## config.mk

```make
export PLATFORM = sky130hd
export DESIGN_NAME = cond_unit
export DESIGN_NICKNAME = d
export VERILOG_FILES = /design/src/rtl/cond_unit.sv
export SDC_FILE = /design/constraint.sdc
export NUM_CORES = 1
export LEC_CHECK = 0
export ABC_AREA = 1
export CORE_MARGIN = 2
export CORE_UTILIZATION = 28
export CTS_BUF_LIST = sky130_fd_sc_hd__clkbuf_4 sky130_fd_sc_hd__clkbuf_8
export DETAILED_ROUTE_END_ITERATION = 7
export PLACE_DENSITY_LB_ADDON = 0.1
export SYNTH_ARGS = -nofsm -noshare
export SYNTH_HDL_FRONTEND = slang
export SYNTH_SLANG_ARGS = --single-unit
```

## constraint.sdc

```tcl
create_clock -name clk -period 3.64 [get_ports clk]
set_clock_uncertainty 0.05 [all_clocks]
set_input_delay 1.092 -clock clk [delete_from_list [all_inputs] [get_ports clk]]
set_output_delay 1.092 -clock clk [all_outputs]
set_load 0.05 [all_outputs]
```

## src/rtl/cond_unit.sv

```systemverilog
// Conditional-execution unit: NBANKS NZCV flag banks, condition evaluation, write-enable gating and an IT-block sequencer.
// Optional squashed-instruction counter enabled by defining COND_SQUASH_CNT_EN.
module cond_unit #(
  parameter int NBANKS = 2,
  parameter int IT_MAX = 4,
  parameter int BW     = (NBANKS > 1) ? $clog2(NBANKS) : 1,
  parameter int LW     = $clog2(IT_MAX + 1)
) (
  input  logic                  clk,
  input  logic                  reset,
  input  logic                  valid,
  input  logic                  pcs,
  input  logic                  reg_w,
  input  logic                  mem_w,
  input  logic                  no_write,
  input  logic [1:0]            flag_w,
  input  logic [3:0]            cond,
  input  logic [BW-1:0]         bank_sel,
  input  logic [3:0]            alu_flag,
  input  logic                  it_start,
  input  logic [3:0]            it_cond,
  input  logic [IT_MAX-1:0]     it_mask,
  input  logic [LW-1:0]         it_len,
  output logic                  pc_src,
  output logic                  reg_write,
  output logic                  mem_write,
  output logic                  cond_ex,
  output logic                  it_active,
  output logic                  it_err,
  output logic [4*NBANKS-1:0]   flags_q,
  output logic [15:0]           squash_cnt
);
  localparam int IW = (IT_MAX > 1) ? $clog2(IT_MAX) : 1;
  localparam logic [0:0] S_IDLE   = 1'b0;
  localparam logic [0:0] S_ACTIVE = 1'b1;

  logic [0:0]        state_q, state_d;
  logic [LW-1:0]     count_q, count_d;
  logic [IW-1:0]     idx_q, idx_d;
  logic [3:0]        it_cond_q, it_cond_d;
  logic [IT_MAX-1:0] mask_q, mask_d;
  logic              err_q, err_d;
  logic              active, bad_len, upd;
  logic [3:0]        ec, sel_flags;
  wire  [4*NBANKS-1:0] flags_d;

  assign active = (state_q == S_ACTIVE);

  // Inside an IT block the per-slot condition replaces the instruction's own field.
  always_comb begin
    ec = cond;
    if (active && !it_start) begin
      if (it_cond_q == 4'b1110) ec = it_cond_q;
      else ec = {it_cond_q[3:1], it_cond_q[0] ^ ~mask_q[idx_q]};
    end
  end

  always_comb begin
    sel_flags = 4'b0000;
    for (int b = 0; b < NBANKS; b++) begin
      if (bank_sel == BW'(b)) sel_flags = flags_q[4*b +: 4];
    end
  end

  always_comb begin
    logic n, z, c, v;
    {n, z, c, v} = sel_flags;
    case (ec)
      4'b0000: cond_ex = z;
      4'b0001: cond_ex = ~z;
      4'b0010: cond_ex = c;
      4'b0011: cond_ex = ~c;
      4'b0100: cond_ex = n;
      4'b0101: cond_ex = ~n;
      4'b0110: cond_ex = v;
      4'b0111: cond_ex = ~v;
      4'b1000: cond_ex = ~z & c;
      4'b1001: cond_ex = z | ~c;
      4'b1010: cond_ex = (n == v);
      4'b1011: cond_ex = (n != v);
      4'b1100: cond_ex = ~z & (n == v);
      4'b1101: cond_ex = z | (n != v);
      4'b1110: cond_ex = 1'b1;
      default: cond_ex = 1'b0;
    endcase
  end

  assign upd       = valid & cond_ex & ~it_start;
  assign pc_src    = upd & pcs;
  assign reg_write = upd & reg_w & ~no_write;
  assign mem_write = upd & mem_w;

  generate
    for (genvar gi = 0; gi < NBANKS; gi++) begin : g_bank
      logic hit;
      assign hit = upd & (bank_sel == BW'(gi));
      assign flags_d[4*gi+3 -: 2] = (hit & flag_w[1]) ? alu_flag[3:2] : flags_q[4*gi+3 -: 2];
      assign flags_d[4*gi+1 -: 2] = (hit & flag_w[0]) ? alu_flag[1:0] : flags_q[4*gi+1 -: 2];
    end
  endgenerate

  // Every valid instruction in a block uses one slot, including a rejected nested IT.
  always_comb begin
    count_d   = count_q;
    idx_d     = idx_q;
    it_cond_d = it_cond_q;
    mask_d    = mask_q;
    err_d     = 1'b0;
    bad_len   = (it_len == '0) || (it_len > LW'(IT_MAX));
    if (valid) begin
      if (active) begin
        if (it_start) err_d = 1'b1;
        if (pc_src || count_q == LW'(1)) begin
          count_d = '0;
          idx_d   = '0;
        end else begin
          count_d = count_q - LW'(1);
          idx_d   = idx_q + IW'(1);
        end
      end else if (it_start) begin
        if (bad_len) begin
          err_d = 1'b1;
        end else begin
          count_d   = it_len;
          idx_d     = '0;
          it_cond_d = it_cond;
          mask_d    = it_mask;
        end
      end
    end
  end

  assign state_d = (count_d != '0) ? S_ACTIVE : S_IDLE;

  always_ff @(posedge clk or negedge reset) begin
    if (!reset) begin
      state_q   <= S_IDLE;
      count_q   <= '0;
      idx_q     <= '0;
      it_cond_q <= '0;
      mask_q    <= '0;
      err_q     <= 1'b0;
      flags_q   <= '0;
    end else begin
      state_q   <= state_d;
      count_q   <= count_d;
      idx_q     <= idx_d;
      it_cond_q <= it_cond_d;
      mask_q    <= mask_d;
      err_q     <= err_d;
      flags_q   <= flags_d;
    end
  end

  assign it_active = active;
  assign it_err    = err_q;

`ifdef COND_SQUASH_CNT_EN
  logic [15:0] squash_q, squash_d;

  always_comb begin
    squash_d = squash_q;
    if (valid && !cond_ex && !it_start && squash_q != 16'hFFFF) squash_d = squash_q + 16'd1;
  end

  always_ff @(posedge clk or negedge reset) begin
    if (!reset) squash_q <= 16'h0000;
    else        squash_q <= squash_d;
  end

  assign squash_cnt = squash_q;
`else
  assign squash_cnt = 16'h0000;
`endif

endmodule

```

==> results of run 1 <==
==> power groups by stage <==
stage	Combinational [W]	Sequential (W)	Clock, W
2_1_floorplan	0.000636	0.000593	0
3_3_place_gp	0.00118	0.000461	0
3_5_place_dp	0.00118	0.000461	0
4_1_cts	0.00121	0.000459	0.000175
5_1_grt	0.00143	0.000479	0.000186
6_report	0.00131	0.000463	0.000167
==> placed cells by master, fill, tap and decap left out, types with 2 or more instances in the layout <==
master,count
a211oi_1,3
a21oi_1,3
buf_12,7
buf_4,24
buf_6,3
clkbuf_8,3
clkdlybuf4s15_1,2
clkdlybuf4s50_1,33
conb_1,16
dfrtp_1,23
ha_1,2
inv_1,20
inv_2,6
mux2_2,7
nand2_1,47
nand2_2,10
nand2_4,9
nand2_8,2
nand3_1,15
nand3_2,3
nand3_4,3
nand4_1,5
nor2_1,12
nor2_2,5
nor2_4,5
nor3_1,2
o21ai_0,3
o21ai_1,9
==> stage by stage <==
step	std cells	setup TNS (ps)	setup WS (ps)	instance area (µm²)	hold slack, ps
floorplan	242	-275	-177	1770	429
global placement	366	-2440	-662	2380	442
detailed placement	366	-2400	-664	2380	445
CTS	370	-366	-160	2470	465
global route	375	-564	-194	2660	480
finish	375	-189	-82.7	2660	461
==> state kept, by name, indices dropped and copies added, names as in the netlist <==
signal,flops
count_q,3
flags_q,8
idx_q,2
it_active,1
it_cond_q,4
it_err,1
mask_q,4
==> path summary, 6_finish.rpt <==
kind,start,to,slack [ps],cells after the start
setup reg to reg,it_active,it_active,1200,21
hold / removal,mask_q[0],mask_q[0],460,1
hold reg to reg,mask_q[0],mask_q[0],460,1
setup / recovery,it_start,reg_write,-80,17
max in group asynchronous,reset,flags_q[7],2170,2
min in group asynchronous,reset,mask_q[3],1120,2
==> final cells by class <==
class,count,area [µm²]
Clock buffer,4,48.8
Tap cell,75,93.8
Sequential cell,23,576
Inverter,30,139
Timing Repair Buffer,71,718
Fill cell,635,3160
Multi-Input combinational cell,172,1080
==> cells by family after synthesis <==
logic type,after synthesis
buffers and inverters,47
adders and majority gates,2
AOI/OAI and AO/OA,22
muxes,7
xor gates and xnor gates,2
DFF,23
other,1
and+or+nand+nor,123
==> worst max-delay path, cell delays in order <==
cell and delay [ps]:
buf_12 120, clkinv_8 60, nand2_8 60, nand2_4 80
nand2_8 80, nand2_4 80, nand2_1 50, nand2_1 80
nor2_2 40, nor2_1 100, nand2_1 50, nand2_1 70
nor2_2 50, nand3_4 90, nand2_4 80, nor3b_4 250
buf_12 160
==> what timing repair did <==
item / in CTS / in global routing
gates resized for setup: 27 / 37
setup buffers: 0 / 6
setup endpoints to repair: 4 / 4
pin swaps: 18 / 22
hold buffers: 0 / 0
==> routing by layer <==
layer	track usage (%)	share of wire, %	vias up
li1	-	-	842
met1	18.4	51	689
met2	18.3	43	44
met3	2.67	5.6	2
met4	3.05	0.63	0
met5	0	0	-
==> results.ini, run 1 <==
[outcome]
status=complete, but fails checks
violations=negative setup slack

[clock_network]
clk_latency_ps=270
clkTransAtPathRegs_ps=90
htreeDepth=1
cts_max_path_buffers=2
tritoncts=yes
cts_made_buffers=3
clock_sinks=23
cts_root_buffer=clkbuf_8

[power]
netSwitchingPower_w=0.000929
p_per_area_nw_per_um2=730
combPwrFrac_pct=67.5
p_leak_nw=1.30
vdd_drop_max_uv=498
total_power_w=0.00194
pwr-share-seq_pct=23.9
clock_power_share_pct=8.6
p_int_w=0.00101
netSwitchingFraction_pct=47.9

[cells_and_area]
antenna_cells=0
drive_above_1_share_pct=32.3
syn2layout_area_growth_pct=60.0
nNetsFinal=333
utilization_pct=45.7

[route]
wl_um=3970
drtAntennaViolNets=0
routed_via_density=4.21
drc=0
wire_per_inst_um=10.6
first_pass_iters=4
via_count=1577
drt-initial-drc-count=71

[global_route]
grt_max_degree=24
grt_antenna_before_repair=0
track_usage_pct=12.4
grt_pass1_vias=1425
grt_pass1_wl_um=6360
grt.overflow.total=0

[sta]
min_period_over_period_pct=102
setup_violations=3
min_period_ps=3720
fmax_mhz=269
rsz0062_at_grt=true
hold_viol=0
final_max_slew_viol_count=0
worst_slack_ps=-82.7

[floorplan]
core_um2=5820
ios=60
start_util_pct=28.5
rows=28
die_x_um=81.0
dieArea_um2=6560
die_height_um=81.0

[worst_hold_path]
min_path_type=flip-flop to flip-flop

[yosys]
synth.cell_area_um2=1660
yosysUniqueCellTypes=33
synthXorXnorAreaFrac_pct=1.06
synth_area_per_cell_um2=7.31
async_flop_share_pct=100
yosys_warnings=0
synth.area.mux_share_pct=4.75
synth_top_family_by_area=simple AND/OR/NAND/NOR gates
synthCells=227
ys_ff_latch=23
yosys.area.top_type=dfrtp_1
synth_edf_count=0
synthTopCellsByCount=60 x nand2_1, 23 x dfrtp_1, 23 x inv_1, 19 x nand3_1
netlist_top_cells_area=dfrtp_1 35%, nand2_1 14%, buf_4 7.7%
synth_top_area_share_pct=34.7
synth_top_flop_cell=dfrtp_1
synth-simple-area-share_pct=35.4
yosysMostFrequentCell=nand2_1
synth-adder-area-share_pct=1.51
synth_compound_area_share_pct=7.84
yosysSeqAreaShare_pct=34.7

[worst_setup_path]
cp.arrival_ps=2580
critPathKind=input pin to primary output
cp-start-kind=input pin
crit_path_end_kind=primary output
crit_fanout=6
cp.required_ps=2500

[placed_design]
hpwl_um=3150
gp_congestion=0.835
port_buffers=43

[flow_run]
cap_violations=0

No activity file was read; power rests on OpenSTA's default activity.
==> run 2, diff against run 1 <==
--- a/config.mk
+++ b/config.mk
@@ -6,7 +6,7 @@
 export NUM_CORES = 1
 export LEC_CHECK = 0
 export ABC_AREA = 1
-export CORE_MARGIN = 2
+export CAP_MARGIN = 25
 export CORE_UTILIZATION = 28
 export CTS_BUF_LIST = sky130_fd_sc_hd__clkbuf_4 sky130_fd_sc_hd__clkbuf_8
 export DETAILED_ROUTE_END_ITERATION = 7
==> constraint.sdc (replaced) <==
create_clock -name clk -period 4.11 [get_ports clk]
set_clock_uncertainty 0.05 [all_clocks]
set_input_delay 1.233 -clock clk [delete_from_list [all_inputs] [get_ports clk]]
set_output_delay 1.233 -clock clk [all_outputs]
set_load 0.05 [all_outputs]
==> results.ini, run 2 (same netlist as run 1, synthesis figures left out) <==
[floorplan]
ios=60  ; unchanged
core_um2=5610  ; -3.6%
die_x_um=79.0  ; -2.5%
rows=27  ; -3.6%
start_util_pct=29.6  ; +1.1 points
dieArea_um2=6240  ; -4.9%
die_height_um=79.0  ; -2.5%

[global_route]
track_usage_pct=13.4  ; +1.0 points
grt_pass1_wl_um=6630  ; +4.2%
grt_antenna_before_repair=0  ; unchanged
grt.overflow.total=0  ; unchanged
grt_max_degree=24  ; unchanged
grt_pass1_vias=1468  ; +3.0%

[sta]
slew_headroom_pct=61.9
finalSetupTns_ps=0  ; +189 ps
fmax_mhz=247
finalHoldWorstSlack_ps=465  ; +4.59 ps
worst_slack_ps=53.8  ; +136 ps
rsz0062_at_grt=true
min_period_ps=4060
hold_viol=0  ; unchanged
min_period_over_period_pct=98.7
worstMarginPinSlew_ps=572
setup_violations=0  ; -3
final_max_slew_viol_count=0  ; unchanged

[worst_setup_path]
cp.required_ps=2830  ; +330 ps
crit_fanout=5  ; -1
cp-start-kind=input pin
cp.arrival_ps=2770  ; +190 ps
critPathKind=input pin to primary output
crit_path_end_kind=primary output

[cells_and_area]
drive_above_1_share_pct=32.2  ; -0.11 points
largest_reg_flops=8  ; unchanged
reg_top3=flags_q (8), it_cond_q (4), mask_q (4)
syn2layout_area_growth_pct=57.6
nNetsFinal=334  ; +0.30%
top_register=flags_q
final_common_cell=nand2_1
fin_cells=373  ; -0.53%
final_cell_mix=45 x nand2_1, 33 x clkdlybuf4s50_1, 27 x buf_4
antenna_cells=0  ; unchanged

[clock_network]
cts_hold_buffers=0  ; unchanged
clk_latency_ps=280  ; about the same
cts_made_buffers=3  ; unchanged
cts_max_path_buffers=2  ; unchanged
htreeDepth=1  ; unchanged
clkTransAtPathRegs_ps=90  ; about the same
tritoncts=yes
clock_sinks=23  ; unchanged
cts_root_buffer=clkbuf_8

[placed_design]
place_inst=360  ; -1.6%
dp_slack_ps=-435  ; +229 ps
hpwl_um=3060  ; -2.6%
port_buffers=43  ; unchanged
gp_congestion=0.910  ; +9.0%

[route]
drtAntennaViolNets=0  ; unchanged
via_count=1580  ; +0.19%
wl_um=4030  ; +1.3%
drt-initial-drc-count=64  ; -9.9%
wire_per_inst_um=10.8  ; +1.9%
drc=0  ; unchanged
first_pass_iters=4  ; unchanged
routed_via_density=4.24  ; +0.73%

[power]
p_per_area_nw_per_um2=649  ; -11%
total_power_w=0.00170  ; -12%
p_leak_nw=1.27  ; -2.0%
vdd_drop_max_uv=346  ; -31%

[worst_hold_path]
min_path_type=flip-flop to flip-flop

[flow_run]
cap_violations=0  ; unchanged

[outcome]
status=finished, final reports clean

-- run 2: per-stage QoR --
| stage | utilization, % | area, µm² |
|---|---|---|
| 2_1_floorplan | - | 1730 |
| 3_3_place_gp | 41.3 | 2310 |
| 3_5_place_dp | 41.3 | 2310 |
| 4_1_cts | 43.4 | 2430 |
| 5_1_grt | 46.7 | 2620 |
| 6_report | 46.7 | 2620 |
-- run 2: final timing paths --
kind	from	end	slack, ps	cells past startpoint
setup / recovery	it_start	pc_src	50	14
hold / removal	mask_q[0]	mask_q[0]	470	1
setup reg to reg	it_active	flags_q[6]	1350	16
hold reg to reg	mask_q[0]	mask_q[0]	470	1
max in group asynchronous	reset	it_active	2520	2
min in group asynchronous	reset	it_cond_q[1]	1260	2
-- run 2: critical path, stage by stage --
cell and delay [ps]:
buf_12 110, clkinv_8 60, nand2_8 60, buf_4 160, o21ai_4 190, inv_2 90
nand4_1 120, nand2_1 80, a21oi_2 190, nand3_4 110, buf_6 140, nand3_4 50
inv_2 40, buf_12 140
-- run 2: timing repair --
action | in CTS | in global routing
buffers inserted | 4 | 5
setup endpoints to repair | 4 | 4
resized for setup | 30 | 39
pin swaps | 14 | 20
-- run 2: layer usage --
layer	global-route usage, %	vias up	part of all wire (%)	wire (µm)
met3	2.07	5	4.4	177
met1	19.8	688	52	2110
li1	-	844	-	-
met4	5.09	0	1.5	59
met2	19.4	43	42	1680
met5	0	-	0	0
-- run 2: power breakdown --
group | leakage (nW) | switching (W) | total, W | internal [W]
clock | 0.0255 | 0.0000824 | 0.000150 | 0.0000680
combinational | 0.962 | 0.000658 | 0.00113 | 0.000472
sequential | 0.285 | 0.0000966 | 0.000418 | 0.000322
total | 1.27 | 0.000837 | 0.00170 | 0.000861
-- run 2: final cells by class --
type / instances / area (µm²)
Multi-Input combinational cell: 172 / 1070
Clock buffer: 3 / 41.3
Tap cell: 72 / 90.1
Inverter: 30 / 129
Timing Repair Buffer: 72 / 704
Clock inverter: 1 / 5.00
Sequential cell: 23 / 576
Fill cell: 566 / 2990
==> patch (config.mk and constraints of run 1) <==
Remove the register `err_q`: a continuous assignment takes its place, so the output `it_err` follows one clock earlier.
--- a/src/rtl/cond_unit.sv
+++ b/src/rtl/cond_unit.sv
@@ -139,7 +139,6 @@
       idx_q     <= '0;
       it_cond_q <= '0;
       mask_q    <= '0;
-      err_q     <= 1'b0;
       flags_q   <= '0;
     end else begin
       state_q   <= state_d;
@@ -147,10 +146,11 @@
       idx_q     <= idx_d;
       it_cond_q <= it_cond_d;
       mask_q    <= mask_d;
-      err_q     <= err_d;
       flags_q   <= flags_d;
     end
   end
+
+  assign err_q = err_d;
 
   assign it_active = active;
   assign it_err    = err_q;
Check against the original RTL: not equivalent (Yosys sat finds a counterexample within 4 cycles, from zero or initial values and one cycle with reset low).
==> patch against run 1 <==
The flow still finishes with violations (negative setup slack); hold slack improved by 0.0058 ns; power about the same; non-clock buffer count grew 2; sequential cell count is 1 lower; final area decreased by 0.24%; area after synthesis is 1.5% lower; wire length increased by 3.0%; synthesized cell count down 0.44%; setup slack improved by 0.0017 ns; largest power group unchanged.
==> patch: results (changes against run 1) <==
- The end of the worst hold path was mask_q[2]$_DFFE_PN0P_ (was mask_q[0]$_DFFE_PN0P_).
- Sum of negative setup slack: -0.158 ns (was -0.189 ns)
- The final routed wire length divided by cell count was 11.0 um (was 10.6 um).
- Detailed Route Iter0 Violations: 24 (was 71)
- Vias after detailed routing: 1,606 (was 1,577)
- The net count of the finished layout was 334 (was 333).
* Register area share after synthesis: 33.7% (was 34.7%)
* Net Switching: 927 uW (was 929 uW)
* Gate count of the mapped netlist: 226 (was 227)
- R2R depth: 21 (unchanged)
- Post-placement cell count: 361 (was 366)
- The vias per cell came to 4.31 (was 4.21).
* Ranking of synthesized cells by area: sky130_fd_sc_hd__dfrtp_1 34%, sky130_fd_sc_hd__nand2_1 14%, sky130_fd_sc_hd__buf_4 7.8%, sky130_fd_sc_hd__nand3_1 5.8%, sky130_fd_sc_hd__inv_1 5.3% (was sky130_fd_sc_hd__dfrtp_1 35%, sky130_fd_sc_hd__nand2_1 14%, sky130_fd_sc_hd__buf_4 7.7%, sky130_fd_sc_hd__nand3_1 5.7%, sky130_fd_sc_hd__inv_1 5.2%)
* GRT Util Overall: 13.4% (was 12.4%)
* Setup WS pre-CTS: -0.653 ns (was -0.664 ns)
* Peak supply drop: 0.432 mV (was 0.498 mV)
* Hold wc startpoint: mask_q[2]$_DFFE_PN0P_ (was mask_q[0]$_DFFE_PN0P_)
- Ranking of synthesized cells by instance count: 60 x sky130_fd_sc_hd__nand2_1, 23 x sky130_fd_sc_hd__inv_1, 22 x sky130_fd_sc_hd__dfrtp_1 (was 60 x sky130_fd_sc_hd__nand2_1, 23 x sky130_fd_sc_hd__dfrtp_1, 23 x sky130_fd_sc_hd__inv_1)
- Violated checks: negative setup slack (unchanged).
* Final worst-path setup slack: -0.0811 ns (was -0.0827 ns)
- Number of endpoints failing setup at the final stage: 2 (was 3)
- Wire length of the first global-routing pass: 6930 um (was 6360 um)
* Leakage: 0.00130 uW (about the same)
* Vias in the first global route: 1,513 (was 1,425)
- Status: complete, but fails checks (unchanged)
- The register-to-register setup slack was 1.26 ns (was 1.20 ns).
[patch: critical path: stages]
cell,delay [ns]
sky130_fd_sc_hd__buf_12,0.11
sky130_fd_sc_hd__clkinv_8,0.05
sky130_fd_sc_hd__nand2_8,0.06
sky130_fd_sc_hd__nand2_4,0.10
sky130_fd_sc_hd__nand2_8,0.07
sky130_fd_sc_hd__nand2_4,0.09
sky130_fd_sc_hd__nand2_2,0.05
sky130_fd_sc_hd__nand2_2,0.07
sky130_fd_sc_hd__nor2_2,0.04
sky130_fd_sc_hd__nor2_1,0.09
sky130_fd_sc_hd__nand2_1,0.05
sky130_fd_sc_hd__nand2_1,0.07
sky130_fd_sc_hd__nor2_2,0.05
sky130_fd_sc_hd__nand3_4,0.09
sky130_fd_sc_hd__nand2_4,0.07
sky130_fd_sc_hd__nor3b_4,0.24
sky130_fd_sc_hd__buf_12,0.16
[patch: repair_timing]
action,in CTS,in global routing
setup endpoints to repair,4,4
gates resized for setup,41,21
pin swaps,28,15
endpoints found under the hold margin,0,0
setup buffers,8,1
[patch: per-layer routing]
layer	part of all wire, %	global-route usage, %	up-vias
met4	1.3	4.41	0
li1	-	-	846
met2	44	20.6	46
met1	50	19.6	710
met5	0	0	-
met3	3.9	1.46	4
[patch: layout make-up]
class,count,area [um^2]
timing repair buffer,73,744
inverter,30,139
sequential,22,551
multi-input combinational,172,1070
clock buffer,4,55.1
fill,579,2920
tap,72,90.1
[patch: kinds of logic (layout without fill, tap and decap cells)]
group,Yosys count,count (layout),synth area share (%)
compound gates,22,22,7.96
xor+xnor,2,2,1.07
fa+ha+maj,2,2,1.53
buf+inv,47,107,14.8
flops,22,22,33.7
mux,7,7,4.82
other cells,1,16,0.229
simple gates,123,123,36.0
[patch: through the flow]
stage | hold WS [ns] | total power (uW) | cell area (um^2)
floorplan | 0.429 | 1220 | 1750
global placement | 0.443 | 1650 | 2370
detailed placement | 0.453 | 1650 | 2370
CTS | 0.471 | 1910 | 2570
global route | 0.486 | 2100 | 2650
finish | 0.467 | 1940 | 2650
[patch: how the worst max path moves through the flow]
stage              from         to  cells after the start
6_report       it_start  reg_write                     17
5_1_grt        it_start  reg_write                     17
4_1_cts        bank_sel  reg_write                     16
3_5_place_dp   bank_sel  reg_write                     16
3_3_place_gp   it_start     pc_src                     18
2_1_floorplan  bank_sel  reg_write                     13
[patch: power groups by stage]
stage          Sequential [uW]  Combinational, uW  Clock (uW)
6_report                   448               1320         172
2_1_floorplan              577                640           0
4_1_cts                    448               1280         181
3_3_place_gp               446               1200           0
3_5_place_dp               446               1210           0
5_1_grt                    466               1450         187
